[config.mk]
export PLATFORM = sky130hd
export DESIGN_NAME = wb_timeout_guard
export DESIGN_NICKNAME = d
export VERILOG_FILES = /design/src/rtl/wb_timeout_guard_pkg.sv /design/src/rtl/wb_timeout_counter.sv /design/src/rtl/wb_timeout_guard.sv
export SDC_FILE = /design/constraint.sdc
export NUM_CORES = 1
export LEC_CHECK = 0
export CORE_UTILIZATION = 45
export CTS_CLUSTER_SIZE = 10
export DETAILED_ROUTE_END_ITERATION = 7
export PLACE_DENSITY = 0.9
export SLEW_MARGIN = 10
export SYNTH_ARGS = -nofsm -noshare
export SYNTH_HDL_FRONTEND = slang
export SYNTH_SLANG_ARGS = --single-unit
[constraint.sdc]
create_clock -name wb_clk_i -period 3.5 [get_ports wb_clk_i]
set_input_delay 0.7 -clock wb_clk_i [delete_from_list [all_inputs] [get_ports wb_clk_i]]
set_output_delay 0.7 -clock wb_clk_i [all_outputs]
set_load 0.005 [all_outputs]
[src/rtl/wb_timeout_guard_pkg.sv]
// Shared definitions for the Wishbone downstream timeout guard: FSM state
// encoding, default error read data and counter widths.
package wb_timeout_guard_pkg;

  typedef enum logic [1:0] {
    IDLE = 2'd0,
    BUSY = 2'd1,
    RESP = 2'd2
  } wb_state_e;

  localparam logic [1:0] ST_IDLE = IDLE;
  localparam logic [1:0] ST_BUSY = BUSY;
  localparam logic [1:0] ST_RESP = RESP;

  localparam logic [31:0] DEFAULT_ERR_DATA = 32'hDEAD_BEEF;

  localparam int         TO_CNT_W   = 8;
  localparam logic [7:0] TO_CNT_MAX = 8'hFF;

  // Wait counter only needs to reach TIMEOUT_CYCLES-1.
  function automatic int wait_cnt_width(input int cycles);
    return $clog2(cycles);
  endfunction

endpackage

[src/rtl/wb_timeout_counter.sv]
// Downstream wait counter: counts enabled cycles from a restart and raises tc
// once LIMIT-1 is reached, holding there instead of wrapping.
module wb_timeout_counter #(
  parameter int LIMIT = 255,
  parameter int W     = 8
) (
  input  logic clk,
  input  logic rst_n,
  input  logic restart,
  input  logic en,
  output logic tc
);

  localparam logic [W-1:0] TC_VAL = W'(LIMIT - 1);

  logic [W-1:0] cnt_reg;

  always_ff @(posedge clk or negedge rst_n) begin
    if (!rst_n) begin
      cnt_reg <= '0;
    end else if (restart) begin
      cnt_reg <= '0;
    end else if (en && !tc) begin
      cnt_reg <= cnt_reg + 1'b1;
    end
  end

  assign tc = (cnt_reg == TC_VAL);

endmodule

[src/rtl/wb_timeout_guard.sv]
// Wishbone slave-side guard between the wbs_* ports and wb_interconnect:
// registers each request downstream and answers with ERR_DATA if no ack
// arrives within TIMEOUT_CYCLES. Define WB_TIMEOUT_IRQ_EN to enable irq_o.
module wb_timeout_guard
  import wb_timeout_guard_pkg::*;
#(
  parameter int          TIMEOUT_CYCLES = 255,
  parameter logic [31:0] ERR_DATA       = DEFAULT_ERR_DATA
) (
  input  logic        wb_clk_i,
  input  logic        wb_rst_ni,
  input  logic        wbs_stb_i,
  input  logic        wbs_cyc_i,
  input  logic        wbs_we_i,
  input  logic [3:0]  wbs_sel_i,
  input  logic [31:0] wbs_adr_i,
  input  logic [31:0] wbs_dat_i,
  output logic        wbs_ack_o,
  output logic [31:0] wbs_dat_o,
  output logic        dn_stb_o,
  output logic        dn_cyc_o,
  output logic        dn_we_o,
  output logic [3:0]  dn_sel_o,
  output logic [31:0] dn_adr_o,
  output logic [31:0] dn_dat_o,
  input  logic        dn_ack_i,
  input  logic [31:0] dn_dat_i,
  input  logic        clr_i,
  output logic [7:0]  timeout_cnt_o,
  output logic        timeout_flag_o,
  output logic        irq_o
);

  localparam int WAIT_W = wait_cnt_width(TIMEOUT_CYCLES);

  logic [1:0]          state_reg, state_next;
  logic                dn_req_reg;
  logic                dn_we_reg;
  logic [3:0]          dn_sel_reg;
  logic [31:0]         dn_adr_reg, dn_dat_reg;
  logic [31:0]         rd_dat_reg;
  logic [TO_CNT_W-1:0] to_cnt_reg;
  logic                to_flag_reg;

  logic in_idle, in_busy;
  logic accept, abort, ack_hit, timeout_hit, wait_tc;

  wb_timeout_counter #(
    .LIMIT (TIMEOUT_CYCLES),
    .W     (WAIT_W)
  ) u_wait_cnt (
    .clk     (wb_clk_i),
    .rst_n   (wb_rst_ni),
    .restart (!in_busy),
    .en      (in_busy),
    .tc      (wait_tc)
  );

  assign in_idle = (state_reg == ST_IDLE);
  assign in_busy = (state_reg == ST_BUSY);

  // Abort beats ack, and ack beats timeout on the terminal-count cycle.
  assign accept      = in_idle && wbs_stb_i && wbs_cyc_i;
  assign abort       = in_busy && !wbs_cyc_i;
  assign ack_hit     = in_busy && wbs_cyc_i && dn_ack_i;
  assign timeout_hit = in_busy && wbs_cyc_i && !dn_ack_i && wait_tc;

  always_comb begin
    state_next = state_reg;
    case (state_reg)
      ST_IDLE: if (accept) state_next = ST_BUSY;
      ST_BUSY: begin
        if (abort)                       state_next = ST_IDLE;
        else if (ack_hit || timeout_hit) state_next = ST_RESP;
      end
      ST_RESP: state_next = ST_IDLE;
      default: state_next = ST_IDLE;
    endcase
  end

  always_ff @(posedge wb_clk_i or negedge wb_rst_ni) begin
    if (!wb_rst_ni) begin
      state_reg   <= ST_IDLE;
      dn_req_reg  <= 1'b0;
      dn_we_reg   <= 1'b0;
      dn_sel_reg  <= '0;
      dn_adr_reg  <= '0;
      dn_dat_reg  <= '0;
      rd_dat_reg  <= '0;
      to_cnt_reg  <= '0;
      to_flag_reg <= 1'b0;
    end else begin
      state_reg <= state_next;

      if (accept) begin
        dn_req_reg <= 1'b1;
        dn_we_reg  <= wbs_we_i;
        dn_sel_reg <= wbs_sel_i;
        dn_adr_reg <= wbs_adr_i;
        dn_dat_reg <= wbs_dat_i;
      end else if (abort || ack_hit || timeout_hit) begin
        dn_req_reg <= 1'b0;
      end

      if (ack_hit)          rd_dat_reg <= dn_dat_i;
      else if (timeout_hit) rd_dat_reg <= ERR_DATA;

      // A clear coinciding with a timeout still records that timeout.
      if (clr_i) begin
        to_cnt_reg  <= timeout_hit ? TO_CNT_W'(1) : '0;
        to_flag_reg <= timeout_hit;
      end else if (timeout_hit) begin
        if (to_cnt_reg != TO_CNT_MAX) to_cnt_reg <= to_cnt_reg + 1'b1;
        to_flag_reg <= 1'b1;
      end
    end
  end

`ifdef WB_TIMEOUT_IRQ_EN
  logic irq_reg;

  always_ff @(posedge wb_clk_i or negedge wb_rst_ni) begin
    if (!wb_rst_ni) irq_reg <= 1'b0;
    else            irq_reg <= timeout_hit;
  end

  assign irq_o = irq_reg;
`else
  assign irq_o = 1'b0;
`endif

  assign wbs_ack_o      = (state_reg == ST_RESP);
  assign wbs_dat_o      = rd_dat_reg;
  assign dn_stb_o       = dn_req_reg;
  assign dn_cyc_o       = dn_req_reg;
  assign dn_we_o        = dn_we_reg;
  assign dn_sel_o       = dn_sel_reg;
  assign dn_adr_o       = dn_adr_reg;
  assign dn_dat_o       = dn_dat_reg;
  assign timeout_cnt_o  = to_cnt_reg;
  assign timeout_flag_o = to_flag_reg;

endmodule
# Yosys cells after proc, flatten, opt, wreduce, memory -nomap -nowiden
# Cells that the tools add are included.
word_totals:
  register_bits: 121
  inputBits: 107
  out_inout_bits: 114
  wordCells: 56
classes:
  add_sub_neg: 2
  n_eq_ne: 7
  mux: 16
  reduce_logical: 21
op_table:
  columns: ["cell", "count"]
  rows:
  - ["32-bit two-way mux", 2]
  - ["8-bit two-way mux", 5]
  - ["8-bit by 1-bit adder with 8-bit output (second input constant)", 2]
  - ["8-bit == test (second input constant)", 1]
  - ["1-bit logical AND", 8]
  - ["8-bit inequality test (second input constant)", 1]
  - ["2-bit nonzero test", 4]
  - ["2-bit two-way mux", 3]
  - ["1-bit two-way mux", 5]
  - ["2-bit by 1-bit inequality test with 1-bit output (second input constant)", 2]
  - ["2-bit one-hot mux with 2 select lines", 1]
  - ["2-bit AND reduction", 2]
  - ["1-bit logical NOT", 3]
  - ["1-bit logical OR", 3]
  - ["3-bit by 1-bit inequality test with 1-bit output (second input constant)", 1]
  - ["2-bit by 1-bit == test with 1-bit output (second input constant)", 1]
  - ["2-bit == test (second input constant)", 1]
  - ["2-bit logical NOT", 1]

# Logic depth before layout (Yosys ltp)
# Gate-level depths: netlist (run 1).
depth:
  ltp_word: 8
  ltp_mapped: 8
  depth_no_buf: 6

# Hierarchy
# A second synthesis (run 1) with hierarchy kept.
unflattened:
  hier_cells: 341
  hier_area_um2: 4874.7
modules_own_cells:
  columns: ["module", "n_inst", "cells_each", "area_each_um2", "seq_area_each_um2"]
  rows:
  - ["wb_timeout_guard", 1, 287, 4355.4, 2827.7]
  - ["wb_timeout_counter", 1, 54, 519.2, 200.2]

# Worst setup path after synthesis (run 1)
# OpenSTA, ideal clock, no wires.
synth_path:
  path_kind: "input port to flip-flop"
  start: "input port wbs_cyc_i"
  end: "register to_cnt_reg[5] (netlist: timeout_cnt_o[5])"
  setup_time_ns: 0.077
  arrival_ns: 1.993
  t_required_ns: 3.423
  setup_slack_ns: 1.430
  cell_stages: 5
  path_buffers: 1
  path_cell_list: "nand3b_1 > or4_4 > buf_6 > or4_1 > a21oi_1"
synth_between:
  elab_chain_cells: 5
synth_lines:
  columns: ["element", "line", "rtl"]
  rows:
  - ["start: declaration", "wb_timeout_guard.sv:13", "input logic wbs_cyc_i,"]
  - ["1-bit logical AND (3 in a row)", "wb_timeout_guard.sv:66", "assign timeout_hit = in_busy && wbs_cyc_i && !dn_ack_i && wait_tc;"]
  - ["2-bit nonzero test (no line)", null, null]
  - ["2-bit AND reduction (no line)", null, null]
  - ["end signal: assignment", "wb_timeout_guard.sv:110", "to_cnt_reg <= timeout_hit ? TO_CNT_W'(1) : '0;"]
  - ["end signal: assignment", "wb_timeout_guard.sv:113", "if (to_cnt_reg != TO_CNT_MAX) to_cnt_reg <= to_cnt_reg + 1'b1;"]
  - ["end: declaration", "wb_timeout_guard.sv:42", "logic [TO_CNT_W-1:0] to_cnt_reg;"]
# Every way passes these cells.
# A chain may end at the register's enable or synchronous reset.

# Worst setup path after layout (run 1)
layout_path:
  start: "register u_wait_cnt.cnt_reg[0]"
  end: "register to_cnt_reg[7] (netlist: timeout_cnt_o[7])"
layout_between:
  elab_chain_cells: 4
layout_lines:
  columns: ["element", "line", "rtl"]
  rows:
  - ["start: declaration", "wb_timeout_counter.sv:16", "logic [W-1:0] cnt_reg;"]
  - ["start signal: assignment", "wb_timeout_counter.sv:24", "cnt_reg <= cnt_reg + 1'b1;"]
  - ["8-bit == test", "wb_timeout_counter.sv:28", "assign tc = (cnt_reg == TC_VAL);"]
  - ["1-bit logical AND", "wb_timeout_guard.sv:66", null]
  - ["2-bit nonzero test (no line)", null, null]
  - ["2-bit AND reduction (no line)", null, null]
# Every way passes these cells.

==> results of run 1 <==
layout by cell type, fill, tap and decap left out, types with 3 or more instances in the layout:
| cell type | instances |
|---|---|
| buf_4 | 4 |
| clkinv_4 | 3 |
| or3_1 | 3 |
| nand2_1 | 69 |
| clkbuf_16 | 16 |
| nand4_1 | 4 |
| nor2_1 | 7 |
| xor2_1 | 3 |
| inv_1 | 5 |
| clkdlybuf4s50_1 | 218 |
| mux2_2 | 69 |
| ha_1 | 3 |
| a21oi_1 | 6 |
| o21ai_0 | 9 |
| dfrtp_1 | 121 |
| nand3_1 | 37 |
| clkinvlp_4 | 6 |
| and3_1 | 5 |
| nor2b_1 | 3 |
worst register-to-register path, cell delays in order (launching register included):
cell and delay, ns:
dfrtp_1 0.42, inv_1 0.08, ha_1 0.16, nand3_2 0.15, or4_4 0.55, buf_4 0.28
o311ai_0 0.40, o41ai_1 0.14
power groups by stage:
stage	logic, mW	registers, mW	clock network, mW
global route	1.20	1.87	1.77
floorplan	0.291	1.86	0
finish	1.11	1.84	1.68
CTS	1.13	1.84	1.70
detailed placement	1.12	1.86	0
global placement	1.08	1.84	0
path summary, 6_finish.rpt:
check | end | cells after the start | startpoint
setup reg to reg | timeout_cnt_o[7] | 7 | u_wait_cnt.cnt_reg[0]
max in group asynchronous | timeout_cnt_o[3] | 2 | wb_rst_ni
setup / recovery | timeout_cnt_o[7] | 7 | u_wait_cnt.cnt_reg[0]
min in group wb_clk_i | timeout_flag_o | 1 | timeout_flag_o
hold / removal | dn_dat_o[30] | 1 | wb_rst_ni
hold reg to reg | timeout_flag_o | 1 | timeout_flag_o
final cells by class:
cell class,instances,area share (%)
flip-flops and latches,121,38.99
repair buffers,224,29.00
multi-input cells,249,22.14
clock buffers,18,5.510
well taps,136,2.191
clock inverters,14,1.933
inverters,5,0.2417
per-stage QoR:
step / area [um2] / hold WS, ns / power (mW) / setup slack, ns
global placement: 7188 / 0.4761 / 2.915 / 0.8111
global route: 7766 / 0.2709 / 4.841 / 1.061
detailed placement: 7188 / 0.4801 / 2.976 / 0.7117
finish: 7766 / 0.2247 / 4.630 / 1.195
CTS: 7766 / 0.2456 / 4.675 / 1.195
floorplan: 4858 / 0.4044 / 2.153 / 1.430
per-layer routing:
layer | part of all wire, % | global-route usage [%] | up-vias | wire length (um)
li1 | - | - | 1825 | -
met2 | 52 | 43.79 | 197 | 6993
met5 | 0 | 0 | - | 0
met3 | 9.7 | 9.135 | 19 | 1306
met1 | 36 | 27.08 | 1928 | 4847
met4 | 2.0 | 10.12 | 0 | 266
cell families (layout without fill, tap and decap cells):
family	after synthesis	in the layout	share of synthesized area (%)
compound gates	29	29	3.812
xor+xnor	5	5	0.9015
fa+ha+maj	3	3	0.7727
buf+inv	27	261	2.395
flops	121	121	62.32
mux	69	69	15.99
other cells	1	1	0.07719
simple gates	142	142	13.73
==> results.toml, run 1 <==
[place]
port_buffers = 219
numPlacedInstances = 735
hpwl_um = 9535
routabilityCongestion = 0.7991

[setup_path]
end_kind = "flop"
crit_chain = "inv_1 > ha_1 > nand3_2 > or4_4 > buf_4 > o311ai_0 > o41ai_1"
crit_path_max_fanout = 45
path_delay_family = "simple AND/OR/NAND/NOR gates"
arrival_ns = 2.68
r2r_slack_ns = 1.20
required_ns = 3.88
start_kind = "flop"
slowest_stage = "or4_4"
worstSetupPathType = "flop to flop"
path_buf_inv = 2
cp_slowest_stage_delay_ns = 0.55

[run_status]
status = "complete, no violations"

[synthesis]
ys_ff_latch = 121
yosysMostFrequentCell = "dfrtp_1"
yosys_most_used_dff = "dfrtp_1"
synth-edff-count = 0
synthCells = 397
seq_area_frac_synth_pct = 62.32
async_flop_share_pct = 100.0
synth_common_cells = "dfrtp_1, mux2_2, nand2_1, nand3_1, clkbuf_1"
synth.net_count = 507
synth_warnings = 0
yosysTopAreaCell = "dfrtp_1"
synth.top_cell.area_share_pct = 62.32
syn_area_um2 = 4858
ys_types = 39
synth_area_leaders = "dfrtp_1, mux2_2, nand2_1, nand3_1, clkbuf_1"
avgSynthCellArea_um2 = 12.24

[clock_network]
clkTransAtPathRegs_ns = 0.06
cts_resized = 0
ctsHoldBuffers = 0
cts_tree = "done"
numCtsBuffers = 17
cts_buffer_depth = 2
clock_sinks = 121
post-cts-setup-buffers = 0
cts-root-buf = "clkbuf_8"
cts_max_level = 4
insertion_delay_ns = 0.51

[global_routing]
grt_pass1_wl_um = 21180
antenna_found_initial = 0
grt_remaining_overflow = 0
grt_use_total_pct = 24.89
grt_max_degree = 72
grt_pass1_vias = 4268

[power]
p_leak_nw = 3.331
power_density_nw_per_um2 = 596.2
p_sw_share_pct = 25.10
combPwrFrac_pct = 24.0
peakVddDrop_mv = 0.3530
power_frac_clock_pct = 36.2
p_sw_mw = 1.162
power_frac_seq_pct = 39.7
cell_internal_pwr_mw = 3.468

[route]
wl_per_cell_um = 17.49
first_iter_violations = 193
drt-vias-per-instance = 5.175
drcViolationCount = 0
ant_nets = 0
vias = 3969
drtPass1Iterations = 4
drt-total-wl_um = 13410

[layout]
antenna_cells = 0
drive_above_1_share_pct = 17.75
final_util_pct = 74.56
multi_input_area_um2 = 1719
nFillCells = 660
seq_area_um2 = 3028
area_delta_synth_final_pct = 59.85
instances_no_fill = 767
layout.nets = 728

[timing]
period_minus_slack_ns = 2.305
hold_viol = 0
tns_ns = 0
max_freq_mhz = 433.9
fin_crit_sh_pct = 65.84
relSlewSlack_pct = 46.53
tightest_slew_ns = 0.7947
rsz0062_at_grt = "no"
finalMaxSlewViolations = 0
setup_viol = 0
skew_ns = 0.005454

[run]
drv_cap = 0

[floorplan]
initial_core_util_pct = 46.64
fp.dieH_um = 105.9
die-width_um = 105.9
core_um2 = 10420
pin_count = 221
die_area_um2 = 11220
num_rows = 37

[worst_hold_path]
holdCritPathClass = "input port to asynchronous set/reset pin"
Note: power is estimated with default switching activity, not from simulation.
==> run 2, diff against run 1 <==
--- a/config.mk
+++ b/config.mk
@@ -5,10 +5,10 @@
 export SDC_FILE = /design/constraint.sdc
 export NUM_CORES = 1
 export LEC_CHECK = 0
-export CORE_UTILIZATION = 45
+export CORE_UTILIZATION = 42
 export CTS_CLUSTER_SIZE = 10
 export DETAILED_ROUTE_END_ITERATION = 7
-export PLACE_DENSITY = 0.9
+export PLACE_DENSITY = 0.85
 export SLEW_MARGIN = 10
 export SYNTH_ARGS = -nofsm -noshare
 export SYNTH_HDL_FRONTEND = slang
==> constraint.sdc (replaced) <==
create_clock -name wb_clk_i -period 2.27 [get_ports wb_clk_i]
set_input_delay 0.454 -clock wb_clk_i [delete_from_list [all_inputs] [get_ports wb_clk_i]]
set_output_delay 0.454 -clock wb_clk_i [all_outputs]
set_load 0.005 [all_outputs]
==> run 2 against run 1 <==
  * Clock power grew 42%
  * Combinational power grew 56%
  * Routed wire length shrank 3.2%
  * Maximum frequency grew 11%
  * Register-to-register slack lost 0.99 ns
  * Sequential cell count is the same
  * Clock skew is essentially flat
  * Cell area grew 1.5%
  * Critical endpoint is now timeout_cnt_o[3]
  * Largest cell class unchanged
  * Highest routed layer unchanged
==> results.toml, run 2 (synthesized netlist as in run 1, its figures left out) <==
[floorplan]
initial_core_util_pct = 44.04
fp.dieH_um = 109.6
pin_count = 221
die-width_um = 109.6
num_rows = 38
die_area_um2 = 12000
core_um2 = 11030

[timing]
rsz0062_at_grt = "no"
setup_viol = 0
fin_ws_ns = 0.2010
period_minus_slack_ns = 2.069
fin_crit_sh_pct = 91.15
skew_ns = 0.005133
tns_ns = 0
max_freq_mhz = 483.3
hold_viol = 0
finalMaxSlewViolations = 0

[setup_path]
start_kind = "flop"
cp_slowest_stage_delay_ns = 0.54
rr_startpoint = "u_wait_cnt.cnt_reg[0]"
crit_chain = "inv_1 > ha_1 > nand3_2 > or4_4 > buf_4 > or3_1 > a21oi_1"
required_ns = 2.60
path_buf_inv = 2
arrival_ns = 2.40
r2r.worst_path.cells = 7
crit_path_max_fanout = 13
slowest_stage = "or4_4"
r2r_slack_ns = 0.20
path_delay_family = "simple AND/OR/NAND/NOR gates"
worstSetupPathType = "flop to flop"
worstReg2RegEnd = "timeout_cnt_o[3]"
end_kind = "flop"

[layout]
layout_commonest_cell = "clkdlybuf4s50_1"
design_area_um2 = 7883
nFillCells = 773
layout_common_cells = "clkdlybuf4s50_1, dfrtp_1, nand2_1, mux2_2, nand3_1"
layout.nets = 743
drive_above_1_share_pct = 18.51
final_util_pct = 71.46
antenna_cells = 0
area_delta_synth_final_pct = 62.25

[global_routing]
grt_use_total_pct = 22.75
grt_pass1_wl_um = 20220
grt_pass1_vias = 4124
antenna_found_initial = 0
grt_max_degree = 73
grt_remaining_overflow = 0

[power]
fin_total_pwr_mw = 6.943
p_leak_nw = 3.414
power_density_nw_per_um2 = 880.9
peakVddDrop_mv = 0.5952

[place]
port_buffers = 219
placed_area_um2 = 7348
place_ws_ns = 0.01779
hpwl_um = 9280
routabilityCongestion = 0.8402

[route]
first_iter_violations = 212
drtPass1Iterations = 5
wl_per_cell_um = 16.59
drt-vias-per-instance = 5.134
drt-total-wl_um = 12990
drcViolationCount = 0
vias = 4020
ant_nets = 0

[clock_network]
insertion_delay_ns = 0.41
cts_resized = 0
cts-root-buf = "clkbuf_16"
cts_tree = "done"
ctsHoldBuffers = 1
post-cts-setup-buffers = 0
cts_max_level = 4
cts_buffer_depth = 2
clkTransAtPathRegs_ns = 0.05
numCtsBuffers = 17
clock_sinks = 121

[run_status]
status = "complete, no violations"

[worst_hold_path]
holdCritPathClass = "input port to asynchronous set/reset pin"

[run]
drv_cap = 0
-- run 2: cell types whose count changed in the layout (fill, tap and decap cells not counted), sizes merged --
cell         previous run  this run
clkbuf                 18        26
bufinv                  2         0
inv                     6         5
clkinvlp                6         0
clkinv                  5         3
dlygate4sd3             0         1
buf                     6        20
-- run 2: power breakdown --
part	switching (mW)	internal, mW	leakage (nW)
combinational	0.534	1.19	1.66
clock	0.874	1.51	0.262
sequential	0.238	2.59	1.49
total	1.65	5.30	3.41
-- run 2: routing by layer --
| layer | GRT usage (%) | part of all wire [%] | vias up |
|---|---|---|---|
| met5 | 0 | 0 | - |
| met4 | 10.10 | 1.9 | 0 |
| met3 | 9.840 | 9.5 | 21 |
| met2 | 38.81 | 52 | 176 |
| met1 | 24.47 | 36 | 1973 |
| li1 | - | - | 1850 |
-- run 2: worst max-delay path by stage --
stage,from,endpoint,slack (ns),depth (start not counted)
after floorplan,u_wait_cnt.cnt_reg[0],timeout_cnt_o[5],0.20,7
after global placement,wbs_cyc_i,timeout_cnt_o[5],0.05,5
after detailed placement,wbs_cyc_i,timeout_cnt_o[2],0.02,6
after CTS,u_wait_cnt.cnt_reg[0],timeout_cnt_o[3],0.20,7
after global routing,u_wait_cnt.cnt_reg[0],timeout_cnt_o[2],0.11,7
final,u_wait_cnt.cnt_reg[0],timeout_cnt_o[3],0.20,7
-- run 2: cell type report --
type	instances	area [um2]	share of cell area, %
sequential	121	3028	38.41
tap	140	175.2	2.222
timing repair buffer	239	2417	30.67
clock buffer	26	509.2	6.460
clock inverter	3	15.01	0.1905
multi-input combinational	249	1719	21.81
inverter	5	18.77	0.2381
-- run 2: stage by stage --
stage	std cells	hold WS (ns)
finish	783	0.4752
global route	783	0.5007
CTS	783	0.4595
detailed placement	753	0.3561
global placement	753	0.3554
floorplan	397	0.1584
==> run 3, diff against run 2 <==
--- a/config.mk
+++ b/config.mk
@@ -5,6 +5,7 @@
 export SDC_FILE = /design/constraint.sdc
 export NUM_CORES = 1
 export LEC_CHECK = 0
+export CAP_MARGIN = 40
 export CORE_UTILIZATION = 42
 export CTS_CLUSTER_SIZE = 10
 export DETAILED_ROUTE_END_ITERATION = 7
==> results of run 3 <==
Same layout as run 2: the final DEF is identical, and so are final timing and power.
==> RTL change (config.mk and constraints of run 3) <==
The parameter `TIMEOUT_CYCLES` goes from 255 to 510.
--- a/src/rtl/wb_timeout_guard.sv
+++ b/src/rtl/wb_timeout_guard.sv
@@ -6,3 +6,3 @@
 #(
-  parameter int          TIMEOUT_CYCLES = 255,
+  parameter int          TIMEOUT_CYCLES = 510,
   parameter logic [31:0] ERR_DATA       = DEFAULT_ERR_DATA
Behaviour: no difference found for any inputs over 4 cycles, from zero or initial values and one cycle with wb_rst_ni low; that may be too few to reach the edited logic, so the function may still have changed.
==> RTL change against run 3 <==
- area after synthesis rose by 0.36%
- synthesized cell count fell by 14%
- routed wire length rose by 4.7%
- register-to-register slack improved by 0.07 ns
- first-iteration DRC count rose by 31%
- total power rose by 13%
- worst setup slack improved by 0.050 ns
- count of clock-buffer cells in the layout fell by 3
- sequential cell count rose by 1
- global-route usage rose by 1.4 points
- design area fell by 0.30%
- critical path type is now reg -> out
- largest cell class unchanged
==> RTL change: results (changes against run 3) <==
Global routing
  • Wire length of the first global-routing pass: 21200 um (+4.8%)
  • Largest net degree at the start of global routing: 75 (+2.7%)
  • Via count of the first global-routing pass: 4143 (+0.46%)
  • Total GRT Usage: 24.2% (+1.4 points)

Detailed routing
  • Detailed Route WL: 13600 um (+4.7%)
  • First-pass detailed-route iteration total: 4 (-1)
  • Via total after detailed routing: 3828 (-4.8%)
  • Count of routing violations after the opening detailed-route iteration: 277 (+31%)

Logic synthesis
  • Number of distinct library cells after synthesis: 51 (+31%)
  • Most frequent cells after synthesis: sky130_fd_sc_hd__dfrtp_1 (122), sky130_fd_sc_hd__mux2_2 (63), sky130_fd_sc_hd__o22a_1 (24)
  • Share of synthesized area occupied by flip-flops and latches: 62.6% (+0.29 points)
  • Top area cells in the synthesized netlist: sky130_fd_sc_hd__dfrtp_1 (63%), sky130_fd_sc_hd__mux2_2 (15%), sky130_fd_sc_hd__o22a_1 (4.3%), sky130_fd_sc_hd__mux2_1 (1.8%), sky130_fd_sc_hd__a22o_1 (1.4%)
  • Total nets after synthesis: 451 (-11%)

STA
  • Worst Skew: 0.00852 ns (+0.00339 ns)

Worst setup path
  • R2r setup slk: 0.27 ns (+0.07 ns)
  • Launching point of the worst reg2reg path: u_wait_cnt.cnt_reg[1]
  • Master of the slowest instance on the critical path: sky130_fd_sc_hd__clkdlybuf4s50_1
  • Worst path arrival time: 1.57 ns (-0.83 ns)
  • Capture point of the worst reg-to-reg path: wbs_dat_o[12]
  • Largest fanout of any net on the critical path: 5 (-8)

Power and ir drop
  • Leakage power: 3.23 nW (-5.5%)
  • Switching power as a share of total power: 23.7% (about the same)
  • Relative contribution of combinational cells to total power: 25.9% (+1.0 points)
  • Flop pwr share: 38.5% (-2.2 points)

Place
  • Detailed placer's ending HPWL: 9590 um (+3.3%)
  • Global placer's final weighted congestion: 0.829 (-1.3%)

Finish
  • Count of fill cells added during filler insertion: 801 (+3.6%)
  • Number of nets in the layout: 678 (-8.7%)
  • Share of layout cells above drive strength 1: 18.4% (-0.090 points)

Clock network
  • Insertion delay of the later-clocked pin in the worst-skew pair: ~0.42 ns
  • Clock Pin Slew Worst Setup and Hold Paths: 0.05 ns (about the same)

Outcome
  • Outcome: finished clean
RTL change: changes by cell type after synthesis, sizes merged, moves of 5 or more:
cell / before / now
o22a: 0 / 24
clkbuf: 19 / 5
buf: 3 / 14
nand2: 69 / 8
nand3: 38 / 10
o21ai: 9 / 4
a22o: 0 / 8
RTL change: layer usage:
| layer | vias up | part of all wire (%) | track usage (%) |
|---|---|---|---|
| li1 | 1723 | - | - |
| met3 | 31 | 8.2 | 10.0 |
| met5 | - | 0 | 0 |
| met4 | 0 | 2.9 | 11.6 |
| met1 | 1916 | 37 | 25.7 |
| met2 | 158 | 52 | 41.6 |
RTL change: area by class of cell:
class	count	area share, %
clock inverters	9	1.85
well taps	140	2.23
inverters	4	0.223
flip-flops and latches	122	38.8
multi-input cells	196	21.8
repair buffers	227	29.3
clock buffers	23	5.83
RTL change: repair_timing:
| action | 4_1_cts | 5_1_grt |
|---|---|---|
| resized for setup | 0 | 2 |
| buffers inserted | 0 | 0 |
| endpoints found under the setup margin | 0 | 25 |
RTL change: metrics by stage:
step	setup slack [ns]	hold slack (ns)	std cells	area, sq um	power [mW]
2_1_floorplan	0.489	0.158	341	4880	3.58
3_3_place_gp	0.123	0.464	689	7250	4.98
3_5_place_dp	0.0824	0.473	689	7250	5.07
4_1_cts	0.0821	0.0338	721	7860	7.90
5_1_grt	0.0833	0.0456	721	7860	8.16
6_report	0.251	0.0275	721	7860	7.82
RTL change: logic make-up after synthesis:
kind of cell | after synthesis | share of synthesized area (%)
buffers and inverters | 23 | 2.44
XOR/XNOR | 3 | 0.539
flip-flops | 122 | 62.6
AND/OR/NAND/NOR | 57 | 7.24
multiplexers | 71 | 16.4
adder cells (fa/ha/maj) | 3 | 0.770
AO/OA/AOI/OAI | 61 | 9.93
other | 1 | 0.0769
